### config.mk
export PLATFORM = sky130hd
export DESIGN_NAME = buffer_wr_arbiter
export DESIGN_NICKNAME = d
export VERILOG_FILES = /design/src/rtl/buffer_arb_pkg.sv /design/src/rtl/rr_picker.sv /design/src/rtl/buffer_wr_arbiter.sv
export SDC_FILE = /design/constraint.sdc
export NUM_CORES = 1
export LEC_CHECK = 0
export ABC_CLOCK_PERIOD_IN_PS = 3400
export CAP_MARGIN = 20
export CELL_PAD_IN_SITES_DETAIL_PLACEMENT = 0
export CELL_PAD_IN_SITES_GLOBAL_PLACEMENT = 1
export CORE_ASPECT_RATIO = 0.6
export CORE_MARGIN = 2
export CORE_UTILIZATION = 23
export DETAILED_ROUTE_END_ITERATION = 7
export GPL_TIMING_DRIVEN = 0
export HOLD_SLACK_MARGIN = 0.02
export PLACE_DENSITY_LB_ADDON = 0.1
export SLEW_MARGIN = 20
export SYNTH_ARGS = -nofsm -noshare
export SYNTH_HDL_FRONTEND = slang
export SYNTH_SLANG_ARGS = --single-unit
### constraint.sdc
create_clock -name clk -period 3.4 [get_ports clk]
set_input_delay 0.51 -clock clk [delete_from_list [all_inputs] [get_ports clk]]
set_output_delay 0.51 -clock clk [all_outputs]
set_load 0.02 [all_outputs]
### src/rtl/buffer_arb_pkg.sv
// Shared types and helpers for the buffer write-port arbiter and its round-robin picker.
package buffer_arb_pkg;

  typedef enum logic [0:0] {
    ARB_IDLE  = 1'b0,
    ARB_OWNED = 1'b1
  } arb_state_e;

  // Cyclic increment of a round-robin pointer over n slots.
  function automatic int unsigned rr_next(input int unsigned ptr, input int unsigned n);
    if (ptr >= n - 32'd1) begin
      return 32'd0;
    end else begin
      return ptr + 32'd1;
    end
  endfunction

endpackage

### src/rtl/rr_picker.sv
// Combinational cyclic first-one finder: returns the first set bit of req at or after
// start, wrapping from N-1 back to 0.
module rr_picker
  import buffer_arb_pkg::*;
#(
  parameter int N   = 4,
  parameter int IDW = $clog2(N)
) (
  input  logic [N-1:0]   req,
  input  logic [IDW-1:0] start,
  output logic           found,
  output logic [IDW-1:0] idx
);

  logic [IDW:0] sum_s;
  logic [IDW:0] wrap_s;

  // Scan from the farthest offset down so the nearest hit is the one that sticks.
  always_comb begin
    found  = |req;
    idx    = '0;
    sum_s  = '0;
    wrap_s = '0;
    for (int off = N - 1; off >= 0; off--) begin
      sum_s  = {1'b0, start} + (IDW + 1)'(off);
      wrap_s = (sum_s >= (IDW + 1)'(N)) ? (sum_s - (IDW + 1)'(N)) : sum_s;
      idx    = req[wrap_s[IDW-1:0]] ? wrap_s[IDW-1:0] : idx;
    end
  end

endmodule

### src/rtl/buffer_wr_arbiter.sv
// Round-robin arbiter with bounded bursts that shares one buffer write port among
// NUM_REQ producers; the owner keeps the port for at most MAX_BURST accepted writes.
module buffer_wr_arbiter
  import buffer_arb_pkg::*;
#(
  parameter int NUM_REQ   = 4,
  parameter int WIDTH     = 16,
  parameter int MAX_BURST = 4
) (
  input  logic                       clk,
  input  logic                       rst_n,
  input  logic [NUM_REQ-1:0]         req_valid,
  input  logic [NUM_REQ*WIDTH-1:0]   req_data,
  output logic [NUM_REQ-1:0]         req_ready,
  input  logic                       buf_full,
  output logic                       buf_write_en,
  output logic [WIDTH-1:0]           buf_data_in,
  output logic                       grant_valid,
  output logic [$clog2(NUM_REQ)-1:0] grant_id
);

  localparam int IDW = $clog2(NUM_REQ);
  localparam int BW  = (MAX_BURST > 1) ? $clog2(MAX_BURST) : 1;

  arb_state_e     state_q, state_d;
  logic [IDW-1:0] rr_ptr_q, rr_ptr_d;
  logic [BW-1:0]  burst_cnt_q, burst_cnt_d;
  logic           grant_valid_q, grant_valid_d;
  logic [IDW-1:0] grant_id_q, grant_id_d;

  logic           pick_found_s;
  logic [IDW-1:0] pick_idx_s;
  logic           owned_s;
  logic           owner_valid_s;
  logic           accept_s;
  logic           last_beat_s;
  logic [IDW-1:0] next_ptr_s;

  rr_picker #(
    .N   (NUM_REQ),
    .IDW (IDW)
  ) u_picker (
    .req   (req_valid),
    .start (rr_ptr_q),
    .found (pick_found_s),
    .idx   (pick_idx_s)
  );

  // Write-side datapath is combinational from registered ownership so async reset clears it at once.
  always_comb begin
    owned_s       = (state_q == ARB_OWNED);
    owner_valid_s = req_valid[grant_id_q];
    accept_s      = owned_s && owner_valid_s && !buf_full;
    last_beat_s   = (burst_cnt_q == BW'(MAX_BURST - 1));
    next_ptr_s    = IDW'(rr_next(32'(grant_id_q), 32'(NUM_REQ)));
    buf_write_en  = accept_s;
    if (owned_s && !buf_full) begin
      req_ready = {{(NUM_REQ - 1){1'b0}}, 1'b1} << grant_id_q;
    end else begin
      req_ready = '0;
    end
    if (owned_s) begin
      buf_data_in = req_data[int'(grant_id_q) * WIDTH +: WIDTH];
    end else begin
      buf_data_in = '0;
    end
  end

  // Next-state logic: grant from IDLE, then hold, count, or release while OWNED.
  always_comb begin
    state_d       = state_q;
    rr_ptr_d      = rr_ptr_q;
    burst_cnt_d   = burst_cnt_q;
    grant_valid_d = grant_valid_q;
    grant_id_d    = grant_id_q;
    case (state_q)
      ARB_IDLE: begin
        if (pick_found_s) begin
          state_d       = ARB_OWNED;
          grant_valid_d = 1'b1;
          grant_id_d    = pick_idx_s;
          burst_cnt_d   = '0;
        end else begin
          state_d = ARB_IDLE;
        end
      end
      ARB_OWNED: begin
        if ((accept_s && last_beat_s) || (!owner_valid_s && !buf_full)) begin
          state_d       = ARB_IDLE;
          rr_ptr_d      = next_ptr_s;
          burst_cnt_d   = '0;
          grant_valid_d = 1'b0;
          grant_id_d    = '0;
        end else if (accept_s) begin
          burst_cnt_d = burst_cnt_q + BW'(1'b1);
        end else begin
          state_d = ARB_OWNED;
        end
      end
      default: begin
        state_d       = ARB_IDLE;
        rr_ptr_d      = '0;
        burst_cnt_d   = '0;
        grant_valid_d = 1'b0;
        grant_id_d    = '0;
      end
    endcase
  end

  // State and grant registers.
  always_ff @(posedge clk or negedge rst_n) begin
    if (!rst_n) begin
      state_q       <= ARB_IDLE;
      rr_ptr_q      <= '0;
      burst_cnt_q   <= '0;
      grant_valid_q <= 1'b0;
      grant_id_q    <= '0;
    end else begin
      state_q       <= state_d;
      rr_ptr_q      <= rr_ptr_d;
      burst_cnt_q   <= burst_cnt_d;
      grant_valid_q <= grant_valid_d;
      grant_id_q    <= grant_id_d;
    end
  end

  assign grant_valid = grant_valid_q;
  assign grant_id    = grant_id_q;

endmodule

Word-level counts from Yosys, hierarchy flattened
Cells that the tools add are included.
{ "word_totals": {"out_inout_bits": 24, "elab_cells": 77, "inputBits": 71, "ff_bits": 8} }
{ "op_classes": {"n_addsub": 9, "bitwise": 1, "muxes": 34, "shift": 2, "magnitude_cmp": 10, "reduce_logical": 12, "n_eq_ne": 4} }
{ "ops": {"columns": ["op", "count"], "rows": [
  ["indexed part select 64 x 7 -> 16 bit", 1],
  ["two-way mux 2 bit", 14],
  ["two-way mux 16 bit", 1],
  ["less-than comparator 2 x 3 -> 1 bit, second input constant", 5],
  ["binary-select mux 1 bit (select 2 bit)", 5],
  [">= comparator 3 bit, second input constant", 3],
  ["two-way mux 1 bit", 9],
  ["case mux 2 bit (2 select lines)", 2],
  ["subtractor 2 x 1 -> 2 bit, second input constant", 4],
  ["adder 2 x 2 -> 3 bit, second input constant", 2],
  ["AND reduction 2 bit", 3],
  ["logical AND 1 bit", 5],
  ["adder 2 x 1 -> 2 bit, second input constant", 2],
  ["two-way mux 4 bit", 1],
  ["case mux 1 bit (2 select lines)", 2],
  ["OR reduction 4 bit", 1],
  ["left shift 1 x 2 -> 4 bit, first input constant", 1],
  ["adder 2 x 1 -> 3 bit, second input constant", 1],
  [">= comparator 2 x 3 -> 1 bit, second input constant", 1],
  ["inequality test 3 x 1 -> 1 bit, second input constant", 1],
  ["equality test 2 bit, second input constant", 1],
  [">= comparator 2 bit, second input constant", 1],
  ["logical NOT 1 bit", 2],
  ["inequality test 2 x 1 -> 1 bit, second input constant", 1],
  ["other kinds (3)", 3]
]} }

Depth between registers and ports, before layout
Gate-level depths: netlist of run 1.
{ "depth": {"word_depth": 11, "mapped_depth": 5, "mapped_depth_nobuf": 5} }

By module
Synthesis of run 1 repeated with hierarchy kept, for this count alone.
{ "unflattened": {"hier_cells": 96, "area_unflattened_um2": 1076.0} }
{ "modules_own_cells": {"columns": ["module", "n_inst", "cells_each", "area_per_inst_um2"], "rows": [
  ["buffer_wr_arbiter", 1, 83, 998.5],
  ["rr_picker", 1, 13, 77.6]
]} }

Worst setup path before layout of run 1
Ideal clock, no wire load.
{ "synth_path": {"path_type": "register -> output", "from": "register grant_id_q[0] (netlist: grant_id[0])", "to": "output buf_data_in[10]", "required_time_ps": 2890, "path_buffers": 2, "setup_slack_ps": 1133, "arrival_ps": 1757, "stages_incl_launch_ff": 5, "cell_sequence": "dfrtp_1 buf_2 buf_4 mux4_2 and2_1"} }
{ "synth_between": {"elab_chain_len": 2} }
{ "synth_rtl": {"columns": ["element", "line_no", "text"], "rows": [
  ["from (decl)", "buffer_wr_arbiter.sv:29", "logic [IDW-1:0] grant_id_q, grant_id_d;"],
  ["from (signal assigned)", "buffer_wr_arbiter.sv:123", "grant_id_q <= grant_id_d;"],
  ["indexed part select 64 x 7 -> 16 bit", "buffer_wr_arbiter.sv:63", "buf_data_in = req_data[int'(grant_id_q) * WIDTH +: WIDTH];"],
  ["two-way mux 16 bit", "buffer_wr_arbiter.sv:62", "if (owned_s) begin"],
  ["to (decl)", "buffer_wr_arbiter.sv:17", "output logic [WIDTH-1:0] buf_data_in,"]
]} }
Every way passes these cells.

Worst setup path in the final report of run 1
{ "layout_path": {"from": "register grant_id_q[0] (netlist: grant_id[0])", "to": "output buf_data_in[9]"} }
Same word-level chain as after synthesis.

==> results of run 1 <==
state kept, by name, indices dropped and copies added (netlist names):
name	flops
burst_cnt_q	2
grant_id	2
rr_ptr_q	2
owned_s	1
grant_valid	1
worst max-delay path, cell delays in order, from the launching register on:
cell and delay (ps):
dfrtp_1 430, buf_2 330, buf_4 280, mux4_2 510, and2_1 170, clkdlybuf4s50_1 530
routing by layer:
layer	wire, µm	part of all wire	vias to the layer above
met5	0	0	-
met4	26	0.0072	0
met3	360	0.099	4
met2	1797	0.50	64
met1	1436	0.40	558
li1	-	-	552
path summary, 6_finish.rpt:
path                                                 start                          to  slack (ps)  cells past startpoint
min in group asynchronous                            rst_n     grant_id[1]$_DFFE_PN0P_         560                      1
max in group asynchronous                            rst_n     grant_valid$_DFFE_PN0P_        2570                      1
worst min-delay path            burst_cnt_q[0]$_DFFE_PN0P_  burst_cnt_q[0]$_DFFE_PN0P_         500                      1
worst max-delay path               grant_id[0]$_DFFE_PN0P_              buf_data_in[9]         400                      5
worst min register to register  burst_cnt_q[0]$_DFFE_PN0P_  burst_cnt_q[0]$_DFFE_PN0P_         500                      1
worst max register to register     grant_id[1]$_DFFE_PN0P_     rr_ptr_q[1]$_DFFE_PN0P_        1520                      5
cells by family after synthesis:
kind of cell	count (synthesis)
compound gates	11
fa+ha+maj	5
buf+inv	11
flops	8
mux	20
simple gates	38
per-stage QoR:
stage	area, µm²	instances
6_report	2122	253
2_1_floorplan	1061	93
5_1_grt	2122	253
3_3_place_gp	2081	250
3_5_place_dp	2081	250
4_1_cts	2122	253
area by class of cell:
cell class | count | area (µm²) | share of cell area
clock buffer | 3 | 41.29 | 0.01946
inverter | 4 | 15.01 | 0.007075
multi-input combinational | 74 | 807.0 | 0.3803
sequential | 8 | 200.2 | 0.09434
timing repair buffer | 94 | 940.9 | 0.4434
tap | 63 | 78.83 | 0.03715
buffer | 7 | 38.79 | 0.01828
power by group:
part	internal (mW)	switching [mW]
Combinational	0.581	0.469
Clock	0.0768	0.0384
Sequential	0.137	0.0478
Total	0.795	0.555
placed cells by master (no fill, tap or decap), types with 2 or more instances in the layout:
cell type and count:
a21oi_1 4, and2_1 20, clkbuf_1 4, clkbuf_8 3
clkdlybuf4s50_1 94, dfrtp_1 8, ha_1 5, inv_1 4
mux2_4 2, mux4_1 4, mux4_2 13, nand2_1 2
nand2_4 2, nand2b_1 2, nand3_1 3, nor2_1 3
nor4_1 2, o21ai_0 2
==> flow_metrics.py, run 1 <==
metrics = {
    "routing": {
        "drtAntennaViolNets": 0,
        "wl_per_cell_um": 14.31,
        "drc": 0,
        "detailedRoute.firstIterationViolations": 60,
        "vias_per_cell": 4.656,
        "first_pass_iters": 4,
        "wirelength_mm": 3.621,
        "via_count": 1178,
    },
    "critical_path": {
        "cp_data_required_time_ps": 2890,
        "arrival_ps": 2490,
        "end_kind": "output pin",
        "path_class": "register to output pin",
        "path_max_fanout": 10,
        "cp-start-kind": "register",
    },
    "global_routing": {
        "antenna_found_initial": 0,
        "grt_max_degree": 11,
        "use_met2": 0.2553,
        "grt_pass1_vias": 1221,
        "use_met1": 0.1771,
        "grt_usage": 0.1453,
        "grt_pass1_wl_mm": 5.858,
        "gr-total-overflow": 0,
        "gr-max-usage-layer": "met2",
        "use_met3": 0.05503,
    },
    "status": {
        "status": "completed",
    },
    "synth": {
        "ys_seq_area_frac": 0.1887,
        "synthTopCellsByArea": "mux4_2 28%, dfrtp_1 19%, and2_1 12%",
        "synth_xor_area_frac": 0,
        "synth_edf_count": 0,
        "synth_compound_area_frac": 0.06840,
        "synth_top_area_cell": "mux4_2",
        "synthArstFlopShare": 1.000,
        "yosysMostFrequentCell": "and2_1",
        "synth-simple-area-share": 0.2205,
        "ys_types": 29,
        "synth_area_mm2": 0.001061,
        "synth.avg_cell_area_um2": 11.41,
        "synth_top_family_by_area": "multiplexers",
        "ys.flop_type": "dfrtp_1",
        "yosysTopAreaCellShare": 0.2759,
        "synthMuxAreaShare": 0.4127,
        "synthAdderAreaFrac": 0.05896,
        "ys_warn_count": 0,
        "synth_cells": 93,
        "ys_top_cells_by_count": "20 x and2_1, 13 x mux4_2, 8 x dfrtp_1, 5 x ha_1",
        "synthesis.nets": 169,
        "synth_seq_cells": 8,
    },
    "place": {
        "dp_slack_ps": 589.3,
        "port_buffers": 94,
        "hpwl_mm": 3.024,
        "finalWeightedCongestion": 0.7830,
    },
    "timing": {
        "finalMaxSlewViolations": 0,
        "worst_clock_skew_ps": 4.594,
        "post-route-min-period_ps": 3004,
        "final-hold-violation-count": 0,
        "worstMarginPinSlew_ps": 556.6,
        "rsz0062_at_grt": "false",
        "hold_ws_ps": 499.2,
        "tns_ps": 0,
        "setup_slack_ps": 395.9,
        "setup_viol": 0,
        "clock.fmax_ghz": 0.3329,
        "fin_crit_sh": 0.8836,
        "slew_headroom": 0.6290,
    },
    "clock_network": {
        "post_cts_buffers": 0,
        "cts_inserted_buffers": 3,
        "clk_path_buf_depth": 2,
        "ctsHoldBuffers": 0,
        "cts_resized": 0,
        "h-tree-depth": 1,
        "clockRootBuffer": "clkbuf_8",
        "cts_tree": "built",
        "path_clk_slew_ps": 40,
        "clock-sinks": 8,
        "insertion_delay_ps": 230,
    },
    "cells_and_area": {
        "final_nets": 268,
        "synthToLayoutAreaGrowth_pct": 100.0,
        "diodes": 0,
        "drive_gt1_frac": 0.1211,
        "fill_cells": 420,
        "postLayoutCoreUtil": 0.4723,
    },
    "power": {
        "total_power_mw": 1.350,
        "irDropWorstVdd_mv": 0.2640,
        "power_density_mw_per_mm2": 636.4,
        "p_leak_nw": 0.7988,
    },
    "floorplan": {
        "coreArea_mm2": 0.004493,
        "dieArea_mm2": 0.005190,
        "start_util": 0.2361,
        "ios": 95,
        "dieWidth_um": 91.69,
        "num_rows": 19,
        "chipHeight_um": 56.61,
    },
    "job": {
        "drv_cap": 0,
    },
    "min_path": {
        "min_path_type": "register to register",
    },
}
Note: power is estimated with default switching activity, not from simulation.
==> inputs of run 2 (changes only) <==
Settings changed: ABC_CLOCK_PERIOD_IN_PS 3400 to 2500, CORE_UTILIZATION 23 to 19.
Clock period 3.4 ns to 2.5 ns, I/O delays scaled along.
==> flow_metrics.py, run 2 (synthesis results as in run 1) <==
metrics = {
    "place": {
        "place_area_mm2": 0.002088,
        "finalWeightedCongestion": 0.7613,
        "port_buffers": 94,
        "dp_slack_ps": -188.9,
        "hpwl_mm": 3.205,
        "place_inst": 256,
    },
    "floorplan": {
        "coreArea_mm2": 0.005492,
        "dieWidth_um": 100.5,
        "chipHeight_um": 61.89,
        "ios": 95,
        "start_util": 0.1932,
        "dieArea_mm2": 0.006218,
        "num_rows": 21,
    },
    "timing": {
        "worst_clock_skew_ps": 1.100,
        "setup_slack_ps": 82.89,
        "clock.fmax_ghz": 0.4137,
        "slew_headroom": 0.6580,
        "post-route-min-period_ps": 2417,
        "setup_viol": 0,
        "tns_ps": 0,
        "final-hold-violation-count": 0,
        "hold_ws_ps": 438.6,
        "rsz0062_at_grt": "false",
        "worstMarginPinSlew_ps": 508.2,
        "fin_crit_sh": 0.9668,
        "finalMaxSlewViolations": 0,
    },
    "routing": {
        "detailedRoute.firstIterationViolations": 20,
        "vias_per_cell": 4.429,
        "drc": 0,
        "drtAntennaViolNets": 0,
        "wirelength_mm": 3.827,
        "via_count": 1147,
        "first_pass_iters": 4,
        "wl_per_cell_um": 14.78,
    },
    "global_routing": {
        "gr-total-overflow": 0,
        "grt_usage": 0.1145,
        "grt_pass1_wl_mm": 5.423,
        "antenna_found_initial": 0,
        "grt_max_degree": 11,
        "grt_pass1_vias": 1059,
    },
    "critical_path": {
        "path_class": "register to output pin",
        "rr_startpoint": "grant_id[1]$_DFFE_PN0P_",
        "crit_cells": 4,
        "path_max_fanout": 10,
        "cp-start-kind": "register",
        "critPathBufInv": 2,
        "end_kind": "output pin",
        "ff2ff_path_depth": 5,
        "cp_data_required_time_ps": 2120,
        "arrival_ps": 2040,
        "path_cells": "buf_6 > mux4_2 > and2_1 > clkdlybuf4s50_1",
        "cpLargestDelayFamily": "buffers and inverters",
        "r2r_end": "rr_ptr_q[0]$_DFFE_PN0P_",
        "cpMaxStageDelayCell": "clkdlybuf4s50_1",
        "slowest_delay_ps": 540,
        "reg2reg_slack_ps": 700,
    },
    "clock_network": {
        "insertion_delay_ps": 220,
        "cts_inserted_buffers": 3,
        "clk_path_buf_depth": 2,
        "clockRootBuffer": "clkbuf_8",
        "path_clk_slew_ps": 40,
        "clock-sinks": 8,
        "h-tree-depth": 1,
        "cts_tree": "built",
        "post_cts_buffers": 0,
    },
    "power": {
        "p_leak_nw": 0.8710,
        "irDropWorstVdd_mv": 0.3878,
        "total_power_mw": 1.784,
        "power_density_mw_per_mm2": 831.0,
    },
    "cells_and_area": {
        "final_cell_mix": "81 x clkdlybuf4s50_1, 20 x and2_1, 13 x mux4_2, 9 x dlygate4sd2_1, 7 x dfrtp_1",
        "multi_input_area_um2": 809.5,
        "fin_area_mm2": 0.002147,
        "diodes": 0,
        "seqCellArea_um2": 201.4,
        "final_nets": 268,
        "fill_cells": 546,
        "stdcell_count": 259,
        "final_common_cell": "clkdlybuf4s50_1",
        "postLayoutCoreUtil": 0.3910,
        "drive_gt1_frac": 0.1421,
        "synthToLayoutAreaGrowth_pct": 102.4,
    },
    "status": {
        "status": "completed",
    },
    "job": {
        "drv_cap": 0,
    },
    "min_path": {
        "min_path_type": "input port to asynchronous set/reset pin",
    },
}
## run 2: cell count changes in the layout (fill, tap and decap cells not counted), moves of 2 or more
cell	change
dlygate4sd2_1	+9
clkdlybuf4s50_1	-13
dlymetal6s2s_1	+4
clkbuf_1	-2
buf_6	+2
## run 2: final cells by class
class,count,area share
clock buffer,3,0.01923
buffer,7,0.02506
tap,69,0.04021
multi-input combinational,74,0.3770
timing repair buffer,94,0.4376
sequential,8,0.09382
inverter,4,0.006993
## run 2: what timing repair did
| item | 4_1_cts | 5_1_grt |
|---|---|---|
| gates resized for setup | 16 | 5 |
| hold buffers | 0 | 0 |
| endpoints found under the setup margin | 20 | 8 |
## run 2: worst register-to-register path: cells and delay by family, from the launching register on
| family | cells | cell delay [ps] |
|---|---|---|
| flip-flops | 1 | 420 |
| AND/OR/NAND/NOR | 2 | 190 |
| buffers and inverters | 1 | 190 |
| multiplexers | 2 | 880 |
## run 2: how the worst max path moves through the flow
stage | startpoint | slack (ps) | endpoint
after global placement | grant_id[0]$_DFFE_PN0P_ | -170 | buf_data_in[9]
final | grant_id[0]$_DFFE_PN0P_ | 80 | buf_data_in[6]
after CTS | grant_id[1]$_DFFE_PN0P_ | 1 | buf_data_in[7]
after detailed placement | grant_id[0]$_DFFE_PN0P_ | -190 | buf_data_in[9]
after floorplan | grant_id[0]$_DFFE_PN0P_ | 370 | buf_data_in[10]
after global routing | grant_id[1]$_DFFE_PN0P_ | 0.6 | req_ready[1]
## run 2: power breakdown
part           leakage [nW]  internal [mW]  total (mW)  switching, mW
clock                0.0216          0.104       0.151         0.0466
combinational         0.754          0.748        1.39          0.638
sequential           0.0956          0.188       0.248         0.0599
## run 2: metal layers
| metal | up-vias | global-route usage | part of all wire |
|---|---|---|---|
| met4 | 0 | 0 | 0 |
| li1 | 553 | - | - |
| met3 | 0 | 0.04027 | 0.082 |
| met1 | 545 | 0.1571 | 0.44 |
| met5 | - | 0 | 0 |
| met2 | 49 | 0.1889 | 0.47 |
